`src/rtl/mem_arbiter.sv`:
```
// Two-requester arbiter/sequencer for the single-port PicoComputer memory (IDLE -> ACC -> DONE).
// Build option ARB_FIXED_PRIO_EN: requester 0 always wins ties; otherwise ties are round-robin.
module mem_arbiter #(
    parameter int ADDR_WIDTH = 6,
    parameter int DATA_WIDTH = 16
) (
    input  logic                  clk,
    input  logic                  rst_n,
    input  logic                  req0,
    input  logic                  we0,
    input  logic [ADDR_WIDTH-1:0] addr0,
    input  logic [DATA_WIDTH-1:0] wdata0,
    output logic                  ack0,
    output logic [DATA_WIDTH-1:0] rdata0,
    input  logic                  req1,
    input  logic                  we1,
    input  logic [ADDR_WIDTH-1:0] addr1,
    input  logic [DATA_WIDTH-1:0] wdata1,
    output logic                  ack1,
    output logic [DATA_WIDTH-1:0] rdata1,
    output logic                  mem_we,
    output logic [ADDR_WIDTH-1:0] mem_addr,
    output logic [DATA_WIDTH-1:0] mem_data,
    input  logic [DATA_WIDTH-1:0] mem_out,
    output logic                  busy
);

    // Handshake: reqN/weN/addrN/wdataN are held stable until ackN; ackN pulses for
    // exactly one cycle (the DONE cycle) and the requester drops reqN after seeing it.
    typedef enum logic [1:0] {
        IDLE = 2'd0,
        ACC  = 2'd1,
        DONE = 2'd2
    } state_t;

    state_t state;
    state_t state_next;
    logic   owner;
    logic   owner_next;

`ifdef ARB_FIXED_PRIO_EN
    // Fixed priority needs no history: requester 0 wins whenever it asks.
    always_comb begin
        state_next = state;
        owner_next = owner;
        case (state)
            IDLE: begin
                if (req0) begin
                    owner_next = 1'b0;
                    state_next = ACC;
                end else if (req1) begin
                    owner_next = 1'b1;
                    state_next = ACC;
                end
            end
            ACC:     state_next = DONE;
            DONE:    state_next = IDLE;
            default: state_next = IDLE;
        endcase
    end
`else
    logic last_owner;

    // On a tie the grant goes to whoever was not served last.
    always_comb begin
        state_next = state;
        owner_next = owner;
        case (state)
            IDLE: begin
                if (req0 && req1) begin
                    owner_next = ~last_owner;
                    state_next = ACC;
                end else if (req0) begin
                    owner_next = 1'b0;
                    state_next = ACC;
                end else if (req1) begin
                    owner_next = 1'b1;
                    state_next = ACC;
                end
            end
            ACC:     state_next = DONE;
            DONE:    state_next = IDLE;
            default: state_next = IDLE;
        endcase
    end

    always_ff @(posedge clk or negedge rst_n) begin
        if (!rst_n) begin
            last_owner <= 1'b1;
        end else if (state == ACC) begin
            last_owner <= owner;
        end
    end
`endif

    always_ff @(posedge clk or negedge rst_n) begin
        if (!rst_n) begin
            state <= IDLE;
            owner <= 1'b0;
        end else begin
            state <= state_next;
            owner <= owner_next;
        end
    end

    // Acks are set on the edge that ends ACC and cleared on the edge that ends DONE.
    always_ff @(posedge clk or negedge rst_n) begin
        if (!rst_n) begin
            ack0   <= 1'b0;
            ack1   <= 1'b0;
            rdata0 <= '0;
            rdata1 <= '0;
        end else begin
            ack0 <= 1'b0;
            ack1 <= 1'b0;
            if (state == ACC) begin
                if (owner) begin
                    ack1 <= 1'b1;
                    if (!we1) begin
                        rdata1 <= mem_out;
                    end
                end else begin
                    ack0 <= 1'b1;
                    if (!we0) begin
                        rdata0 <= mem_out;
                    end
                end
            end
        end
    end

    // Memory port is driven only in ACC, so reset drops mem_we without waiting for a clock.
    always_comb begin
        mem_we   = 1'b0;
        mem_addr = '0;
        mem_data = '0;
        if (state == ACC) begin
            if (owner) begin
                mem_we   = we1;
                mem_addr = addr1;
                mem_data = wdata1;
            end else begin
                mem_we   = we0;
                mem_addr = addr0;
                mem_data = wdata0;
            end
        end
    end

    assign busy = (state != IDLE);

endmodule

```
`config.mk`:
```
export PLATFORM = sky130hd
export DESIGN_NAME = mem_arbiter
export DESIGN_NICKNAME = d
export VERILOG_FILES = /design/src/rtl/mem_arbiter.sv
export SDC_FILE = /design/constraint.sdc
export NUM_CORES = 1
export LEC_CHECK = 0
export CORE_ASPECT_RATIO = 1.5
export CORE_MARGIN = 2
export CORE_UTILIZATION = 61
export DETAILED_ROUTE_END_ITERATION = 10
export DONT_BUFFER_PORTS = 1
export PLACE_DENSITY_LB_ADDON = 0.12
export SLEW_MARGIN = 20
export SYNTH_ARGS = -nofsm -noshare
export SYNTH_HDL_FRONTEND = slang
export SYNTH_SLANG_ARGS = --single-unit
```
`constraint.sdc`:
```
create_clock -name clk -period 2.3 [get_ports clk]
set_clock_uncertainty 0.05 [all_clocks]
set_input_delay 0.46 -clock clk [delete_from_list [all_inputs] [get_ports clk]]
set_output_delay 0.46 -clock clk [all_outputs]
set_load 0.01 [all_outputs]
```
* Yosys cells after proc, flatten, opt, wreduce, memory -nomap -nowiden
Index checks and enable logic that the tools add are counted.
** Operators by class
- Equal/unequal tests :: 2
- Muxes and demuxes :: 17
- Bitwise operators :: 4
- Reduce and logical (&&, ||, !) cells :: 7
** Operators with widths (count)
- $mux 16 :: 2
- $mux 6 :: 2
- $mux 1 :: 9
- $mux 2 :: 3
- $reduce_and 3->1 :: 2
- $ne 4x4->1 const B :: 1
- $not 1->1 :: 4
- $pmux 2 s2 :: 1
- $reduce_bool 3->1 :: 1
- $eq 2x1->1 const B :: 1
- $logic_not 2->1 :: 1
- $reduce_and 2->1 :: 1
- $reduce_bool 2->1 :: 1
- $logic_and 1x1->1 :: 1
** Storage, ports and cells
- Flip-flop bits (word level) :: 38
- Input port bits :: 66
- Word-level logic and storage cells :: 37

* Logic depth before layout (Yosys ltp)
Gate-level depths: netlist of run 1.
- Depth after elaboration :: 4
- Depth in mapped cells :: 5

* Least setup slack after synthesis of run 1
No wires, ideal clock.
- Path type :: register -> output
- Start :: register state[1]
- End :: output mem_data[10]
- Arrival time :: 1178 ps
- Slack :: 612 ps
- Cell stages (with the launch flop) :: 5
- Path buffers :: 2
- Cell sequence :: dfrtp_1 > nand2b_1 > clkbuf_1 > clkbuf_1 > nor2_1
** Between the ends
- Longest elaborated chain between the ends :: 2
** Ends and longest elaborated chain
- start: declaration :: RTL line 36 : state_t state;
- start signal: assignment :: RTL line 101 : state <= state_next;
- $eq 2x1->1 :: RTL line 137 : if (state == ACC) begin
- $mux 16 :: RTL line 137
- end: declaration :: RTL line 23 : output logic [DATA_WIDTH-1:0] mem_data,
No other way between the ends.

* Worst setup path in the final report of run 1
- Start :: register owner
- End :: output mem_data[7]
** Between the ends
- Longest elaborated chain between the ends :: 2
** Ends and longest elaborated chain
- start: declaration :: RTL line 38 : logic owner;
- start signal: assignment :: RTL line 102 : owner <= owner_next;
- $mux 16 :: RTL line 138 : if (owner) begin
- $mux 16 :: RTL line 137
No other way between the ends.

==> results_dict.tcl, run 1 <==
set metrics [dict create \
    cts_resized 0 \
    tns_ns 0 \
    synth_area_um2 1790 \
    startpoint_type "register" \
    wl_mm 3.69 \
    fin_nets 210 \
    overflow 0 \
    cts-buffers-inserted 5 \
    final-hold-violation-count 0 \
    start_util_pct 62.7 \
    drtAntennaViolNets 0 \
    h-tree-depth 2 \
    cts_tree "built" \
    ys_seq_elements 38 \
    cts_buffer_depth 2 \
    post_drt_via_cell_ratio 5.99 \
    area_growth_pct 12.2 \
    dieArea_um2 3390 \
    crit_fanout 22 \
    io_pins 124 \
    place.gp.congestion 0.718 \
    crit_type "register to output pin" \
    wire_per_inst_um 20.0 \
    drc 0 \
    worst_pin_slew_ns 0.331 \
    end_kind "output pin" \
    fin_cells 184 \
    whs_path_depth 2 \
    rsz0062_at_grt "false" \
    fin_crit_ns 2.08 \
    die_w_um 48.2 \
    rr_worst_depth 3 \
    drive_gt1_share_pct 35.9 \
    ir_worst_vdd_v 0.00118 \
    postPlaceCellArea_um2 1830 \
    period_share_pct 90.5 \
    synth_cells 139 \
    met2_wirelength_mm 1.92 \
    num_rows 24 \
    core_area_um2 2850 \
    yosysSeqAreaShare_pct 53.2 \
    p_leak_nw 0.913 \
    max_freq_ghz 0.480 \
    finalMaxSlewViolations 0 \
    cts.reportedPaths.clkPinSlew_ns 0.07 \
    fin_area_um2 2010 \
    vias 1103 \
    r2r-start "owner" \
    arrival_ns 1.57 \
    grt_usage_pct 22.1 \
    first_iter_violations 8 \
    grt_pass1_vias 1113 \
    power_density_nw_per_um2 1550 \
    top_layer "met4" \
    io_buffers 0 \
    cts_root_buf "clkbuf_8" \
    dp.cells 174 \
    die_height_um 70.3 \
    clock_sinks 38 \
    hp-start "req0" \
    hold_path.class "input port to register" \
    grt_antenna_before_repair 0 \
    clk_latency_ns 0.29 \
    yosysWarnings 0 \
    wl_met1_mm 1.38 \
    synth.net_count 205 \
    grt_pass1_wl_mm 5.21 \
    dp_hpwl_mm 2.75 \
    wl_met3_um 344 \
    finalSetupViolCount 0 \
    n_fill_cell 207 \
    crit_path_start "owner" \
    maxSlewHeadroom_pct 77.9 \
    cts_setup_buffers 0 \
    syn_avg_cell_area_um2 12.9 \
    synth_cell_type_count 17 \
    dr.pass1.iters 4 \
    status "complete, no violations" \
    num_antenna_cells 0 \
    maxCapViolations 0 \
    cp_data_required_time_ns 1.79 \
    grt_max_degree 39 \
]
-- power by group --
part	switching [W]	total, W	internal [W]
clock	0.000227	0.000689	0.000462
sequential	0.000408	0.00142	0.00101
combinational	0.000474	0.000999	0.000524
-- per-layer routing --
layer	global-route usage (%)	vias up
li1	-	484
met2	34.2	64
met3	9.56	3
met1	27.1	552
met5	0	-
met4	6.31	0
-- stage by stage --
step                      utilization, %  total power (W)  hold WS, ns  worst slack [ns]
after floorplan                        -          0.00222        0.114             0.612
after global placement              64.3          0.00236        0.115             0.585
after detailed placement            64.3          0.00242        0.115             0.536
after CTS                           70.4          0.00314        0.240             0.203
after global routing                70.4          0.00328        0.249             0.110
final                               70.4          0.00311        0.251             0.218
-- worst paths after layout --
kind	endpoint	slack, ns
worst max-delay path	mem_data[7]	0.22
worst min-delay path	state[0]	0.25
worst max register to register	rdata0[7]	0.66
worst min register to register	rdata1[4]	0.53
max in group asynchronous	last_owner	1.38
min in group asynchronous	rdata1[9]	0.57
-- cells in the mapped netlist --
cell type	n	area share (%)
a21bo_2	1	0.56
buf_2	3	0.84
buf_4	1	0.42
buf_6	2	1.3
clkbuf_1	3	0.63
dfrtp_1	37	52
dfstp_2	1	1.5
inv_1	2	0.42
mux2_2	33	21
mux2i_1	23	13
nand2b_1	1	0.35
nor2_1	27	5.7
nor3b_1	1	0.42
nor4b_4	1	1.3
nor4bb_1	1	0.56
o22ai_1	1	0.35
or2_2	1	0.35
-- cell usage in the layout (no fill, tap or decap), types with 2 or more instances in the layout --
cell type and instances:
inv_1 2, clkbuf_8 6, mux2_2 33, mux2i_1 23, dfrtp_1 37, bufinv_16 2
buf_4 5, nor2_1 27
-- registers in the layout, indices dropped and copies added (netlist names) --
signal,cells
rdata0,16
rdata1,16
state,2
ack0,1
ack1,1
last_owner,1
owner,1
-- layout make-up --
cell class              count  area (µm²)  share of cell area (%)
clock buffers               6        82.6                    4.11
flip-flops and latches     38         952                    47.4
clock inverters             2        60.1                    2.99
repair buffers              7        67.6                    3.37
well taps                  39        48.8                    2.43
inverters                   2        7.51                   0.374
multi-input cells          90         788                    39.3
-- kinds of logic after synthesis --
logic type,after synthesis,share of synthesized area (%)
muxes,56,33.6
buffers and inverters,11,3.57
DFF,38,53.2
AOI/OAI and AO/OA,2,0.909
and+or+nand+nor,32,8.67
-- timing repair --
item / 4_1_cts / 5_1_grt
endpoints found under the setup margin: 0 / 0
hold buffers: 2 / 0
endpoints found under the hold margin: 38 / 0
-- critical path: stages, from the launching register on --
cell     delay, ns
dfrtp_1       0.54
buf_4         0.39
mux2i_1       0.13
nor2_1        0.21
Note: power is estimated with default switching activity, not from simulation.
==> inputs of run 2 (changes only) <==
CORE_UTILIZATION = 60   (was 61)
MAX_ROUTING_LAYER = met4   (was unset)
==> run 2 against run 1 <==
Clock-buffer cell count up 1. Largest cell class unchanged. Routed wire length rose by 1.7%. Power fell by 5.3%. Fmax is 0.13% higher. Sequential cell count is the same. Sequential power hardly changed. Final cell count down 0.54%. Via count shrank 1.2%. Critical path depth is the same. Non-clock buffer count decreased by 1. Die area rose by 1.5%.
==> results_dict.tcl, run 2 (synthesis results as in run 1) <==
set metrics [dict create \
    start_util_pct 62.1 \
    drive_gt1_share_pct 34.7 \
    wire_per_inst_um 20.5 \
    fin_crit_ns 2.08 \
    num_rows 24 \
    finalSetupViolCount 0 \
    vias 1090 \
    maxCapViolations 0 \
    multiInputGateArea_um2 791 \
    p_total_w 0.00294 \
    cts_tree "built" \
    r2r-start "owner" \
    drtAntennaViolNets 0 \
    rr_worst_depth 3 \
    grt_pass1_wl_mm 5.71 \
    cp_cell_sequence "buf_4 -> mux2i_1 -> nor2_1" \
    postPlaceCellArea_um2 1830 \
    cts_buffer_depth 2 \
    end_kind "output pin" \
    grt_usage_pct 22.5 \
    dp_hpwl_mm 2.87 \
    final_cell_mix "37 x dfrtp_1, 33 x mux2_2, 27 x nor2_1" \
    hp-start "req0" \
    layout_commonest_cell "dfrtp_1" \
    fin_nets 209 \
    hold_path.class "input port to register" \
    cts.reportedPaths.clkPinSlew_ns 0.07 \
    rsz0062_at_grt "false" \
    finalMaxSlewViolations 0 \
    wl_mm 3.75 \
    max_freq_ghz 0.481 \
    min_to "state[0]" \
    cts-buffers-inserted 5 \
    dr.pass1.iters 2 \
    ir_worst_vdd_v 0.000885 \
    final-hold-violation-count 0 \
    status "complete, no violations" \
    crit_fanout 22 \
    fin_area_um2 1970 \
    h-tree-depth 2 \
    cp_slowest_stage_delay_ns 0.52 \
    cp_data_required_time_ns 1.79 \
    critPathSlowestCell "dfrtp_1" \
    cp_num_buf_inv 1 \
    die_w_um 48.6 \
    maxSlewHeadroom_pct 74.0 \
    core_area_um2 2880 \
    cts_setup_buffers 0 \
    power_density_nw_per_um2 1500 \
    p_leak_nw 0.890 \
    num_antenna_cells 0 \
    grt_pass1_vias 1170 \
    grt_max_degree 39 \
    place.gp.congestion 0.654 \
    clock_sinks 38 \
    worst_pin_slew_ns 0.389 \
    grt_antenna_before_repair 0 \
    dieArea_um2 3440 \
    die_height_um 70.9 \
    final-seq-area_um2 952 \
    io_buffers 0 \
    io_pins 124 \
    cp.depth 3 \
    area_growth_pct 9.86 \
    r2r-end "rdata0[4]" \
    crit_type "register to output pin" \
    critical-path-top-delay-family "flip-flops" \
    period_share_pct 90.4 \
    r2r_setup_slack_ns 0.67 \
    arrival_ns 1.57 \
    clk_latency_ns 0.28 \
    reg_top3 "rdata0 x16, rdata1 x16, state x2" \
    drc 0 \
    whs_path_depth 2 \
    tns_ns 0 \
    post_drt_via_cell_ratio 5.96 \
    n_fill_cell 234 \
    startpoint_type "register" \
    overflow 0 \
    cts_root_buf "clkbuf_8" \
    first_iter_violations 13 \
]
-- run 2: where the power goes --
group | switching (W) | total, W | leakage, nW | internal, W
sequential | 0.000404 | 0.00142 | 0.458 | 0.00101
clock | 0.000212 | 0.000536 | 0.0524 | 0.000324
combinational | 0.000475 | 0.000989 | 0.379 | 0.000515
-- run 2: stage by stage --
step	setup WS [ns]	cells	hold slack (ns)	util, %
2_1_floorplan	0.612	139	0.114	-
3_3_place_gp	0.510	173	0.115	63.4
3_5_place_dp	0.464	173	0.115	63.4
4_1_cts	0.142	183	0.245	68.1
5_1_grt	0.138	183	0.263	68.2
6_report	0.221	183	0.250	68.2
-- run 2: worst max-delay path by stage --
stage | startpoint | end | slack [ns]
2_1_floorplan | state[1] | mem_data[10] | 0.61
3_3_place_gp | state[1] | mem_data[5] | 0.51
3_5_place_dp | state[1] | mem_we | 0.46
4_1_cts | state[1] | mem_we | 0.14
5_1_grt | owner | mem_addr[5] | 0.14
6_report | owner | mem_data[13] | 0.22
-- run 2: worst reg2reg max path: cells and delay by family (launching register included) --
kind | cells | cell delay, ns
buffers and inverters | 1 | 0.29
flip-flops | 1 | 0.48
multiplexers | 1 | 0.37
AND/OR/NAND/NOR | 1 | 0.32
-- run 2: area by class of cell --
cell class	count	share of cell area [%]
Inverter	2	0.382
Clock buffer	7	3.88
Multi-Input combinational cell	90	40.2
Tap cell	39	2.48
Timing Repair Buffer	6	3.06
Sequential cell	38	48.4
Clock inverter	1	1.53
-- run 2: per-layer routing --
metal	vias to the layer above	part of all wire (%)	global-route usage, %
met5	-	0	-
met4	0	1.4	8.89
met3	7	9.9	8.86
met2	64	55	40.4
met1	533	34	21.2
li1	486	-	-
-- run 2: repair_timing --
item                                    4_1_cts  5_1_grt
hold buffers                                  2        0
resized for setup                             0        1
endpoints found under the setup margin        0        5
hold endpoints to repair                     38        0
